==> src/rtl/ysyx_23060332_ifu_if.sv <==
// IFU bus bundle: EXU redirect, instruction-memory request/response, IDU handoff.
// misalign_o exists only when YSYX_23060332_IFU_MISALIGN_EN is defined.
interface ysyx_23060332_ifu_if;
   localparam int unsigned XLEN = 32;

   logic            redirect_valid;
   logic [XLEN-1:0] redirect_pc;
   logic            imem_req_valid;
   logic            imem_req_ready;
   logic [XLEN-1:0] imem_req_addr;
   logic            imem_resp_valid;
   logic [XLEN-1:0] imem_resp_data;
   logic            inst_valid;
   logic            inst_ready;
   logic [XLEN-1:0] inst_o;
   logic [XLEN-1:0] inst_addr_o;
`ifdef YSYX_23060332_IFU_MISALIGN_EN
   logic            misalign_o;
`endif

   // IFU side
   modport master (
`ifdef YSYX_23060332_IFU_MISALIGN_EN
      output misalign_o,
`endif
      input  redirect_valid, redirect_pc,
      output imem_req_valid, imem_req_addr,
      input  imem_req_ready,
      input  imem_resp_valid, imem_resp_data,
      output inst_valid, inst_o, inst_addr_o,
      input  inst_ready
   );

   // Memory / EXU / IDU side
   modport slave (
`ifdef YSYX_23060332_IFU_MISALIGN_EN
      input  misalign_o,
`endif
      output redirect_valid, redirect_pc,
      input  imem_req_valid, imem_req_addr,
      output imem_req_ready,
      output imem_resp_valid, imem_resp_data,
      input  inst_valid, inst_o, inst_addr_o,
      output inst_ready
   );
endinterface

==> src/rtl/ysyx_23060332_ifu.sv <==
// Instruction fetch unit: single-outstanding fetch FSM with redirect handling.
// Optional feature: define YSYX_23060332_IFU_MISALIGN_EN to trap misaligned
// redirects in a sticky ERR state; otherwise redirect_pc[1:0] is forced to zero.
module ysyx_23060332_ifu #(
   parameter logic [31:0] RESET_PC = 32'h8000_0000
) (
   input logic                 clk,
   input logic                 rst_n,
   ysyx_23060332_ifu_if.master bus
);
   localparam int unsigned XLEN = 32;
   localparam logic [XLEN-1:0] NOP = 32'h0000_0013;

   typedef enum logic [2:0] {
      S_REQ,
      S_WAIT,
      S_HOLD,
      S_DROP
`ifdef YSYX_23060332_IFU_MISALIGN_EN
      , S_ERR
`endif
   } state_t;

   state_t          state_q, state_d;
   logic [XLEN-1:0] pc_q, pc_d;
   logic [XLEN-1:0] inst_q, inst_d;
   logic [XLEN-1:0] inst_addr_q, inst_addr_d;
   logic            req_valid_q, req_valid_d;
   logic            inst_valid_q, inst_valid_d;
   logic [XLEN-1:0] target;
   logic            accept;
   logic            resp;

   // The request only counts once the registered valid is actually up.
   assign accept = req_valid_q && bus.imem_req_ready;
   assign resp   = bus.imem_resp_valid;

`ifdef YSYX_23060332_IFU_MISALIGN_EN
   logic misalign_q, misalign_d;
   logic bad_align;
   assign target         = bus.redirect_pc;
   assign bad_align      = bus.redirect_pc[1:0] != 2'b00;
   assign bus.misalign_o = misalign_q;
`else
   logic unused_align;
   assign target       = {bus.redirect_pc[XLEN-1:2], 2'b00};
   assign unused_align = ^bus.redirect_pc[1:0];
`endif

   assign bus.imem_req_valid = req_valid_q;
   assign bus.imem_req_addr  = pc_q;
   assign bus.inst_valid     = inst_valid_q;
   assign bus.inst_o         = inst_q;
   assign bus.inst_addr_o    = inst_addr_q;

   // State register
   always_ff @(posedge clk or negedge rst_n) begin
      if (!rst_n) state_q <= S_REQ;
      else        state_q <= state_d;
   end

   // Next-state logic; a redirect always wins over normal progress
   always_comb begin
      state_d = state_q;
      case (state_q)
         S_REQ: begin
            if (bus.redirect_valid) state_d = accept ? S_DROP : S_REQ;
            else if (accept)        state_d = S_WAIT;
         end
         S_WAIT: begin
            if (bus.redirect_valid) state_d = resp ? S_REQ : S_DROP;
            else if (resp)          state_d = S_HOLD;
         end
         S_HOLD: begin
            if (bus.redirect_valid || bus.inst_ready) state_d = S_REQ;
         end
         S_DROP: begin
            if (resp) state_d = S_REQ;
         end
         default: state_d = state_q;
      endcase
`ifdef YSYX_23060332_IFU_MISALIGN_EN
      if (bus.redirect_valid && bad_align) state_d = S_ERR;
`endif
   end

   // Output / datapath next values
   always_comb begin
      pc_d         = pc_q;
      inst_d       = inst_q;
      inst_addr_d  = inst_addr_q;
      req_valid_d  = state_d == S_REQ;
      inst_valid_d = state_d == S_HOLD;
`ifdef YSYX_23060332_IFU_MISALIGN_EN
      misalign_d   = state_d == S_ERR;
`endif
      if (bus.redirect_valid)
         pc_d = target;
      else if (state_q == S_HOLD && bus.inst_ready)
         pc_d = pc_q + XLEN'(4);
      if (state_q == S_WAIT && resp && !bus.redirect_valid) begin
         inst_d      = bus.imem_resp_data;
         inst_addr_d = pc_q;
      end
   end

   // Registered datapath and outputs
   always_ff @(posedge clk or negedge rst_n) begin
      if (!rst_n) begin
         pc_q         <= RESET_PC;
         inst_q       <= NOP;
         inst_addr_q  <= '0;
         req_valid_q  <= 1'b0;
         inst_valid_q <= 1'b0;
`ifdef YSYX_23060332_IFU_MISALIGN_EN
         misalign_q   <= 1'b0;
`endif
      end else begin
         pc_q         <= pc_d;
         inst_q       <= inst_d;
         inst_addr_q  <= inst_addr_d;
         req_valid_q  <= req_valid_d;
         inst_valid_q <= inst_valid_d;
`ifdef YSYX_23060332_IFU_MISALIGN_EN
         misalign_q   <= misalign_d;
`endif
      end
   end
endmodule

==> src/flat_wrapper.sv <==
// flat-port wrapper written by rule: the top's interface ports become plain ports
module ysyx_23060332_ifu_flat 
#(
   parameter logic [31:0] RESET_PC = 32'h8000_0000
)
  (clk, rst_n, bus_redirect_valid, bus_redirect_pc, bus_imem_req_valid, bus_imem_req_addr, bus_imem_req_ready, bus_imem_resp_valid, bus_imem_resp_data, bus_inst_valid, bus_inst_o, bus_inst_addr_o, bus_inst_ready);
  ysyx_23060332_ifu_if bus_i ();
  input logic clk;
  input logic rst_n;
  input wire logic [$bits(bus_i.redirect_valid)-1:0] bus_redirect_valid;
  input wire logic [$bits(bus_i.redirect_pc)-1:0] bus_redirect_pc;
  output wire logic [$bits(bus_i.imem_req_valid)-1:0] bus_imem_req_valid;
  output wire logic [$bits(bus_i.imem_req_addr)-1:0] bus_imem_req_addr;
  input wire logic [$bits(bus_i.imem_req_ready)-1:0] bus_imem_req_ready;
  input wire logic [$bits(bus_i.imem_resp_valid)-1:0] bus_imem_resp_valid;
  input wire logic [$bits(bus_i.imem_resp_data)-1:0] bus_imem_resp_data;
  output wire logic [$bits(bus_i.inst_valid)-1:0] bus_inst_valid;
  output wire logic [$bits(bus_i.inst_o)-1:0] bus_inst_o;
  output wire logic [$bits(bus_i.inst_addr_o)-1:0] bus_inst_addr_o;
  input wire logic [$bits(bus_i.inst_ready)-1:0] bus_inst_ready;
  assign bus_i.redirect_valid = bus_redirect_valid;
  assign bus_i.redirect_pc = bus_redirect_pc;
  assign bus_imem_req_valid = bus_i.imem_req_valid;
  assign bus_imem_req_addr = bus_i.imem_req_addr;
  assign bus_i.imem_req_ready = bus_imem_req_ready;
  assign bus_i.imem_resp_valid = bus_imem_resp_valid;
  assign bus_i.imem_resp_data = bus_imem_resp_data;
  assign bus_inst_valid = bus_i.inst_valid;
  assign bus_inst_o = bus_i.inst_o;
  assign bus_inst_addr_o = bus_i.inst_addr_o;
  assign bus_i.inst_ready = bus_inst_ready;
  ysyx_23060332_ifu #(.RESET_PC(RESET_PC)) u_core (.clk(clk), .rst_n(rst_n), .bus(bus_i));
endmodule
==> config.mk <==
export PLATFORM = sky130hd
export DESIGN_NAME = ysyx_23060332_ifu_flat
export DESIGN_NICKNAME = d
export VERILOG_FILES = /design/src/rtl/ysyx_23060332_ifu_if.sv /design/src/rtl/ysyx_23060332_ifu.sv /design/src/flat_wrapper.sv
export SDC_FILE = /design/constraint.sdc
export NUM_CORES = 1
export LEC_CHECK = 0
export ABC_AREA = 1
export CAP_MARGIN = 20
export CELL_PAD_IN_SITES_DETAIL_PLACEMENT = 0
export CELL_PAD_IN_SITES_GLOBAL_PLACEMENT = 1
export CORE_MARGIN = 5
export CORE_UTILIZATION = 25
export DETAILED_ROUTE_END_ITERATION = 12
export PLACE_DENSITY = 0.65
export SETUP_SLACK_MARGIN = 0.5
export SLEW_MARGIN = 15
export SYNTH_ARGS = -nofsm -noshare
export SYNTH_HDL_FRONTEND = slang
export SYNTH_SLANG_ARGS = --single-unit
==> constraint.sdc <==
create_clock -name clk -period 1.4 [get_ports clk]
set_input_delay 0.14 -clock clk [delete_from_list [all_inputs] [get_ports clk]]
set_output_delay 0.14 -clock clk [all_outputs]
set_load 0.05 [all_outputs]
==> impl_metrics.json, run 1 <==
{
  "rrSetupSlack_ns": -0.14,
  "cap_violations": 0,
  "dpl.hpwl_um": 12800,
  "synth_area_um2": 5020,
  "grt_pass1_vias": 5313,
  "drt_pass1_iterations": 4,
  "run_status": "complete, but fails checks",
  "ios": 168,
  "antenna_found_initial": 0,
  "holdCritStartpoint": "bus_imem_resp_data[21]",
  "cts_buffers": 9,
  "grt_max_degree": 67,
  "gr-usage-all-layers_pct": 16.4,
  "crit_path_start_kind": "flop",
  "finalWorstPathRequiredPeriod_ns": 1.54,
  "portBuffers": 161,
  "synth-seq-cells": 97,
  "drive_gt1_share_pct": 49.5,
  "synth_area_per_cell_um2": 7.69,
  "cts_sinks": 97,
  "syn_inst": 653,
  "initial_utilization_pct": 25.6,
  "path_clk_slew_ns": 0.08,
  "gp_congestion": 0.763,
  "rows": 51,
  "synth_warnings": 0,
  "clock_latency_ns": 0.35,
  "seq_area_frac_synth_pct": 48.5,
  "fin_ws_ns": -0.138,
  "vdd_drop_max_v": 0.000875,
  "drtAntennaViolNets": 0,
  "cts_buffer_depth": 2,
  "endpoint_kind": "flop",
  "p_leak_uw": 0.00487,
  "rr_startpoint": "u_core.state_q[1]",
  "die_area_um2": 23000,
  "cp_data_required_time_ns": 1.65,
  "nNetsFinal": 1053,
  "drt-total-wl_um": 19000,
  "wl_per_cell_um": 15.2,
  "grt_setup_unrepaired": "true",
  "cts_tree": "yes",
  "dp_slack_ns": -0.0976,
  "core_um2": 19600,
  "vias_per_cell": 4.29,
  "fp.dieW_um": 152,
  "synth_area_leaders": "dfrtp_1 (46%), nand2_1 (20%), nor2_1 (5.2%)",
  "drt_iter0_drc": 206,
  "worstPathMaxFanout": 6,
  "yosysTopAreaCell": "dfrtp_1",
  "cts_root_buf": "clkbuf_16",
  "grt_pass1_wl_um": 29100,
  "ctsHtreeMaxLevel": 3,
  "finalPower_uw": 22000,
  "post-route-drc-count": 0,
  "dieHeight_um": 152,
  "crit_arrival_ns": 1.79,
  "critPathLaunch": "u_core.state_q[1]",
  "dp.cells": 1127,
  "via_count": 5377,
  "setup_violations": 90,
  "timing.hold.worst.class": "in -> reg",
  "finalHoldViolCount": 0,
  "yosysTopAreaCellShare_pct": 46.4,
  "crit_type": "reg -> reg",
  "antenna_cells": 0,
  "max_freq_mhz": 650,
  "finalMaxSlewViolations": 0,
  "stdcell_count": 1252,
  "power_density_nw_per_um2": 2150,
  "dpl_cell_area_um2": 8210,
  "synth_cell_type_count": 33,
  "final_area_um2": 10200,
  "syn_to_final_growth_pct": 104,
  "skew_ns": 0.0113,
  "period_share_pct": 110,
  "grt-ovfl-total": 0,
  "violations": "setup timing"
}
-- repair_timing --
action / 4_1_cts / 5_1_grt
pin swaps: 19 / 16
resized for setup: 137 / 48
cloned: 14 / 1
hold endpoints to repair: 93 / 0
buffers inserted: 74 / 19
hold buffers: 1 / 0
setup endpoints to repair: 190 / 190
-- area by class of cell --
cell class                      instances  area (um^2)
Clock inverter                          7         67.6
Timing Repair inverter                  3         36.3
Sequential cell                        97         2470
Timing Repair Buffer                  341         4260
Multi-Input combinational cell        482         2640
Tap cell                              265          332
Inverter                               48          214
Fill cell                            1811         9350
Clock buffer                            9          225
-- power by group --
| group | internal, uW | switching (uW) | total, uW |
|---|---|---|---|
| logic | 6970 | 7320 | 14300 |
| clock network | 1260 | 1270 | 2540 |
| registers | 3990 | 1160 | 5150 |
| total | 12200 | 9760 | 22000 |
-- final timing paths --
kind | end | cells after the start
setup / recovery | u_core.bus.inst_o[27] | 8
hold / removal | u_core.bus.inst_o[21] | 3
setup reg to reg | u_core.bus.inst_o[27] | 8
hold reg to reg | u_core.bus.inst_o[21] | 2
max in group asynchronous | u_core.bus.inst_o[0] | 3
min in group asynchronous | u_core.bus.inst_addr_o[30] | 3
-- metal layers --
layer / GRT usage [%] / share of wire [%]
met1: 22.7 / 46
met2: 26.6 / 46
met3: 2.62 / 6.3
met4: 4.72 / 1.5
met5: 0 / 0
-- cell usage after synthesis, drive strengths merged --
| library cell | number |
|---|---|
| nand2 | 277 |
| a211oi | 1 |
| a31oi | 2 |
| o21a | 1 |
| nand3 | 34 |
| dfstp | 4 |
| dfrtp | 93 |
| nor2 | 78 |
| nor3 | 5 |
| o211ai | 5 |
| inv | 48 |
| ha | 1 |
| xor2 | 2 |
| o21ai | 44 |
| conb | 1 |
| clkbuf | 5 |
| nand4 | 2 |
| and2 | 2 |
| o22ai | 3 |
| buf | 24 |
| a21oi | 21 |
-- sequential cells by signal (all words and copies together) (netlist names) --
name                       count
u_core.bus.inst_addr_o        30
u_core.state_q                 3
u_core.bus.imem_req_valid      1
u_core.bus.imem_req_addr      30
u_core.bus.inst_o             32
u_core.bus.inst_valid          1
-- cell usage in the layout, fill, tap and decap left out, types with 10 or more instances in the layout --
master / Yosys / routed
a21oi_1: 21 / 15
buf_12: 0 / 77
buf_16: 0 / 12
buf_4: 7 / 115
buf_6: 8 / 64
clkbuf_16: 0 / 10
clkdlybuf4s50_1: 0 / 66
dfrtp_1: 93 / 62
dfrtp_2: 0 / 31
inv_1: 43 / 39
nand2_1: 269 / 201
nand2_2: 7 / 60
nand2_4: 1 / 15
nand3_1: 33 / 29
nor2_1: 69 / 49
nor2_2: 2 / 17
nor2_4: 7 / 12
o21ai_1: 4 / 12
o21ai_2: 26 / 30
-- metrics by stage --
step	hold slack, ns	utilization, %	TNS (ns)
final	0.316	52.3	-5.97
after global routing	0.320	52.3	-13.37
after CTS	0.298	50.6	-4.30
after detailed placement	0.200	41.9	-5.75
after global placement	0.197	41.9	-4.40
after floorplan	-0.156	-	-0.932
-- cell families (layout without fill, tap and decap cells) --
kind of cell               Yosys count  in the layout  synth area share [%]
DFF                                 97             97                  48.5
buffers and inverters               77            408                  7.80
adders and majority gates            1              1                 0.249
xor gates and xnor gates             2              2                 0.349
AOI/OAI and AO/OA                   77             77                  10.1
other                                1              4                0.0747
and+or+nand+nor                    398            398                  33.0
-- critical path: stages, from the launching register on --
cell and delay (ns):
dfrtp_2 0.45, nor2_4 0.12, nand3_4 0.09, nor2_4 0.18, buf_12 0.17, inv_16 0.06
bufbuf_16 0.27, nand2_2 0.05, nand2_1 0.05
Note: power is estimated with default switching activity, not from simulation.
==> run 2, diff against run 1 <==
CORE_MARGIN = 4   (was 5)
CORE_UTILIZATION = 29   (was 25)
PLACE_DENSITY = 0.74   (was 0.65)
SLEW_MARGIN = 30   (was 15)
==> run 2 against run 1 <==
- the run still ends with setup timing left
- global-route usage increased by 2.7 points
- clock power rose by 23%
- fmax decreased by 1.8%
- critical path type unchanged
- largest power group unchanged
==> impl_metrics.json, run 2 (synthesis gave the netlist of run 1 again) <==
{
  "run_status": "complete, but fails checks",
  "violations": "setup timing",
  "grt_busiest_layer": "met2",
  "final_common_cell": "nand2_1",
  "vdd_drop_max_v": 0.00133,
  "crit_arrival_ns": 1.80,
  "grt-ovfl-total": 0,
  "worst-r2r-cell-count": 7,
  "grt_use_met3_pct": 4.08,
  "rows": 47,
  "nNetsFinal": 1044,
  "dieHeight_um": 140,
  "critPathLaunch": "u_core.state_q[2]",
  "grt_pass1_wl_um": 29800,
  "cts_buffer_depth": 2,
  "period_share_pct": 112,
  "via_count": 5592,
  "grtUsageMet1_pct": 25.3,
  "fin_ws_ns": -0.165,
  "cts_tree": "yes",
  "drt_iter0_drc": 297,
  "seq_area_um2": 2470,
  "crit_end": "u_core.bus.inst_o[25]",
  "worstPathMaxFanout": 9,
  "ctsHtreeMaxLevel": 3,
  "portBuffers": 161,
  "fp.dieW_um": 140,
  "wl_per_cell_um": 16.3,
  "crit_slowest_cell": "dfrtp_2",
  "drt_pass1_iterations": 5,
  "dpl.hpwl_um": 12800,
  "fillCellCount": 1376,
  "slowest_delay_ns": 0.44,
  "stdcell_count": 1198,
  "path_clk_slew_ns": 0.08,
  "timing.hold.worst.class": "in -> async",
  "ios": 168,
  "rrSetupSlack_ns": -0.17,
  "r2r_end": "u_core.bus.inst_o[25]",
  "crit_path_start_kind": "flop",
  "crit_type": "reg -> reg",
  "hold_slack_ns": 0.258,
  "cts_sinks": 97,
  "core_um2": 16800,
  "initial_utilization_pct": 30.0,
  "gr-usage-all-layers_pct": 19.1,
  "largest_reg_flops": 32,
  "cp_data_required_time_ns": 1.64,
  "clock_latency_ns": 0.35,
  "setup_violations": 91,
  "syn_to_final_growth_pct": 104,
  "cap_violations": 0,
  "gp_congestion": 0.892,
  "grt_setup_unrepaired": "true",
  "power_density_nw_per_um2": 2180,
  "p_leak_uw": 0.00488,
  "grt_max_degree": 32,
  "finalHoldViolCount": 0,
  "max_freq_mhz": 639,
  "endpoint_kind": "flop",
  "finalPower_uw": 22400,
  "skew_ns": 0.0118,
  "path_buf_inv": 2,
  "cp.depth": 7,
  "multi_input_area_um2": 2690,
  "drive_gt1_share_pct": 49.8,
  "rr_startpoint": "u_core.state_q[2]",
  "finalMaxSlewViolations": 0,
  "grt_util_met2_pct": 31.8,
  "finalWorstPathRequiredPeriod_ns": 1.57,
  "worstPathCellList": "nor2_4, nand3_2, nor2_4, inv_6, bufbuf_16, nand2_1, nand2_1",
  "post-route-drc-count": 0,
  "die_area_um2": 19500,
  "antenna_found_initial": 0,
  "cts_root_buf": "clkbuf_16",
  "dp.cells": 1081,
  "cts_buffers": 9,
  "drtAntennaViolNets": 0,
  "final_cell_mix": "nand2_1 (202), buf_4 (95), buf_12 (83), buf_6 (73), clkdlybuf4s50_1 (66)",
  "grt_pass1_vias": 5632,
  "antenna_cells": 0,
  "vias_per_cell": 4.67,
  "cp_top_family": "simple AND/OR/NAND/NOR gates",
  "drt-total-wl_um": 19500
}
-- run 2: cell count changes in the layout (fill, tap and decap cells not counted), sizes merged --
cell and change:
clkinv +1, clkbuf +1, bufinv +4, buf -10, inv -5
-- run 2: how the worst min path moves through the flow --
stage,end,cells after the start
final,u_core.bus.imem_req_addr[10],2
after CTS,u_core.bus.inst_o[4],3
after global placement,u_core.bus.inst_addr_o[27],1
after floorplan,u_core.bus.imem_req_addr[10],0
after global routing,u_core.bus.imem_req_addr[27],2
after detailed placement,u_core.bus.inst_addr_o[28],1
-- run 2: routing by layer --
layer / wire length [um] / vias to the layer above
li1: - / 2687
met1: 8530 / 2656
met2: 9580 / 220
met3: 1070 / 29
met4: 354 / 0
met5: 0 / -
-- run 2: report_power, final --
part / leakage [uW] / switching, uW / internal (uW)
sequential: 0.00115 / 1170 / 3990
clock: 0.000182 / 1170 / 1950
combinational: 0.00354 / 7360 / 6720
total: 0.00488 / 9710 / 12700
-- run 2: area by class of cell --
cell class              instances  area share, %
multi-input cells             482           26.2
clock inverters                 7           1.45
clock buffers                   9           2.19
repair buffers                332           41.1
flip-flops and latches         97           24.1
inverters                      48           2.01
well taps                     220           2.68
repair inverters                3          0.256
-- run 2: through the flow --
stage	util, %	setup TNS [ns]	cell area, um^2	worst slack [ns]
after floorplan	-	-0.932	5250	-0.160
after global placement	48.8	-8.48	8180	-0.153
after detailed placement	48.8	-11.40	8180	-0.181
after CTS	57.8	-4.37	9700	-0.105
after global routing	61.2	-13.48	10300	-0.241
final	61.2	-7.85	10300	-0.165
-- run 2: timing repair --
| action | in CTS | in global routing |
|---|---|---|
| hold endpoints to repair | 23 | 0 |
| pin swaps | 14 | 23 |
| hold buffers | 1 | 0 |
| setup endpoints to repair | 190 | 213 |
| cloned | 11 | 3 |
| buffers inserted | 66 | 20 |
| gates resized for setup | 97 | 101 |
==> run 3, diff against run 2 <==
CELL_PAD_IN_SITES_DETAIL_PLACEMENT = 1   (was 0)
CORE_UTILIZATION = 35   (was 29)
PLACE_DENSITY = 0.83   (was 0.74)
RECOVER_POWER = 50   (was default)
clock period = 2 ns   (was 1.4 ns; I/O delays follow)
==> run 3 against run 2 <==
- via count is 5.9% lower
- register-to-register slack improved by 0.44 ns
- first-iteration DRC count up 37%
- die area is 16% lower
- the flow now finishes without violations
- sequential power is 34% lower
- global-route usage is 2.3 points higher
- clock skew decreased by 0.0060 ns
- critical endpoint is now u_core.bus.inst_addr_o[20]
- power down 49%
- wire length is 4.3% higher
- sequential share of layout area is 8.5 points higher
- cell count decreased by 14%
- fmax is 9.1% lower
- highest routed layer unchanged
==> impl_metrics.json, run 3 (synthesis gave the netlist of run 1 again) <==
{
  "worstPathCellList": "nor2_1, nand3_2, nor2_4, inv_8, clkbuf_1, buf_4, nand2_1, o21ai_2",
  "core_um2": 14000,
  "finalWorstPathRequiredPeriod_ns": 1.72,
  "endpoint_kind": "flop",
  "crit_slowest_cell": "dfrtp_1",
  "cp_data_required_time_ns": 2.24,
  "post-route-drc-count": 0,
  "syn_to_final_growth_pct": 50.4,
  "cts_buffers": 9,
  "setup_violations": 0,
  "path_buf_inv": 3,
  "final_area_um2": 7550,
  "setup_tns_ns": 0,
  "worstMarginPinSlew_ns": 0.788,
  "cts_tree": "yes",
  "drt_iter0_drc": 406,
  "gr-usage-all-layers_pct": 21.4,
  "rrSetupSlack_ns": 0.28,
  "ctsHtreeMaxLevel": 3,
  "fin_ws_ns": 0.278,
  "min_to": "u_core.bus.inst_o[4]",
  "vias_per_cell": 5.10,
  "fin_util_pct": 54.0,
  "drt_pass1_iterations": 4,
  "grt-ovfl-total": 0,
  "initial_utilization_pct": 35.9,
  "final_common_cell": "nand2_1",
  "cts_buffer_depth": 2,
  "antenna_cells": 0,
  "worstPathMaxFanout": 7,
  "via_count": 5263,
  "crit_type": "reg -> reg",
  "die_area_um2": 16300,
  "finalHoldViolCount": 0,
  "cts_root_buf": "clkbuf_16",
  "fillCellCount": 1721,
  "holdCritStartpoint": "bus_imem_resp_data[4]",
  "max-slew-margin-rel_pct": 47.4,
  "dieHeight_um": 128,
  "worst-r2r-cell-count": 8,
  "dpl_cell_area_um2": 6830,
  "slowest_delay_ns": 0.46,
  "cts_sinks": 97,
  "grt_max_degree": 50,
  "nNetsFinal": 918,
  "grt_pass1_wl_um": 27700,
  "rr_startpoint": "u_core.state_q[2]",
  "skew_ns": 0.00580,
  "run_status": "complete, no violations",
  "crit_path_start_kind": "flop",
  "finalPower_uw": 11500,
  "grt_setup_unrepaired": "true",
  "cp.depth": 8,
  "cap_violations": 0,
  "worstHoldPathCells": 3,
  "largest_reg_flops": 32,
  "ios": 168,
  "crit_arrival_ns": 1.96,
  "wl_per_cell_um": 19.7,
  "dp_slack_ns": 0.183,
  "r2r_end": "u_core.bus.inst_addr_o[20]",
  "grt_pass1_vias": 5352,
  "vdd_drop_max_v": 0.000594,
  "rows": 43,
  "portBuffers": 161,
  "clock_latency_ns": 0.35,
  "final_cell_mix": "nand2_1 (231), dfrtp_1 (72), clkdlybuf4s50_1 (65), dlygate4sd2_1 (57), nor2_1 (53)",
  "drive_gt1_share_pct": 23.1,
  "timing.hold.worst.class": "in -> reg",
  "drt-total-wl_um": 20400,
  "drtAntennaViolNets": 0,
  "cp_top_family": "simple AND/OR/NAND/NOR gates",
  "finalMaxSlewViolations": 0,
  "p_leak_uw": 0.00370,
  "antenna_found_initial": 0,
  "dpl.hpwl_um": 12900,
  "path_clk_slew_ns": 0.07,
  "power_density_nw_per_um2": 1520,
  "fp.dieW_um": 128,
  "gp_congestion": 0.873,
  "period_share_pct": 86.1,
  "max_freq_mhz": 581
}
[run 3: metrics by stage]
stage | hold WS [ns] | cells
floorplan | -0.0956 | 656
global placement | 0.147 | 979
detailed placement | 0.153 | 979
CTS | 0.326 | 1010
global route | 0.403 | 1032
finish | 0.380 | 1032
[run 3: where the power goes]
group / total [uW] / internal (uW) / switching (uW)
Sequential: 3430 / 2770 / 661
Clock: 1650 / 845 / 803
Combinational: 6370 / 1730 / 4640
[run 3: what timing repair did]
| item | 4_1_cts | 5_1_grt |
|---|---|---|
| pin swaps | 6 | 43 |
| gates cloned | 2 | 4 |
| hold endpoints to repair | 27 | 0 |
| setup endpoints to repair | 146 | 92 |
| resized for setup | 163 | 91 |
| setup buffers | 12 | 18 |
| hold buffers | 1 | 0 |
[run 3: final cells by class]
cell class	count	area, um^2	share of cell area [%]
sequential	97	2460	32.6
tap	180	225	2.98
timing repair inverter	1	8.76	0.116
timing repair buffer	208	1980	26.3
multi-input combinational	482	2410	31.9
clock inverter	7	45.0	0.597
inverter	48	195	2.59
clock buffer	9	225	2.98
[run 3: worst max-delay path by stage]
stage                                startpoint                      endpoint  slack, ns
floorplan           u_core.bus.imem_req_addr[3]  u_core.bus.imem_req_addr[26]       0.43
global placement             bus_redirect_valid     u_core.bus.imem_req_valid       0.29
detailed placement           bus_redirect_valid     u_core.bus.imem_req_valid       0.18
CTS                        u_core.bus.inst_o[4]                 bus_inst_o[4]       0.39
global route                  u_core.state_q[2]    u_core.bus.inst_addr_o[20]       0.21
finish                        u_core.state_q[2]    u_core.bus.inst_addr_o[20]       0.28
[run 3: tightest hold or removal path, stage by stage]
cell             delay [ns]
clkdlybuf4s50_1        0.40
nand2_1                0.07
nand2_1                0.05
[run 3: routing by layer]
metal,part of all wire [%],up-vias,global-route usage [%]
li1,-,2437,-
met1,41,2585,26.9
met2,51,194,37.4
met3,4.9,47,2.79
met4,3.2,0,8.18
met5,0,-,0
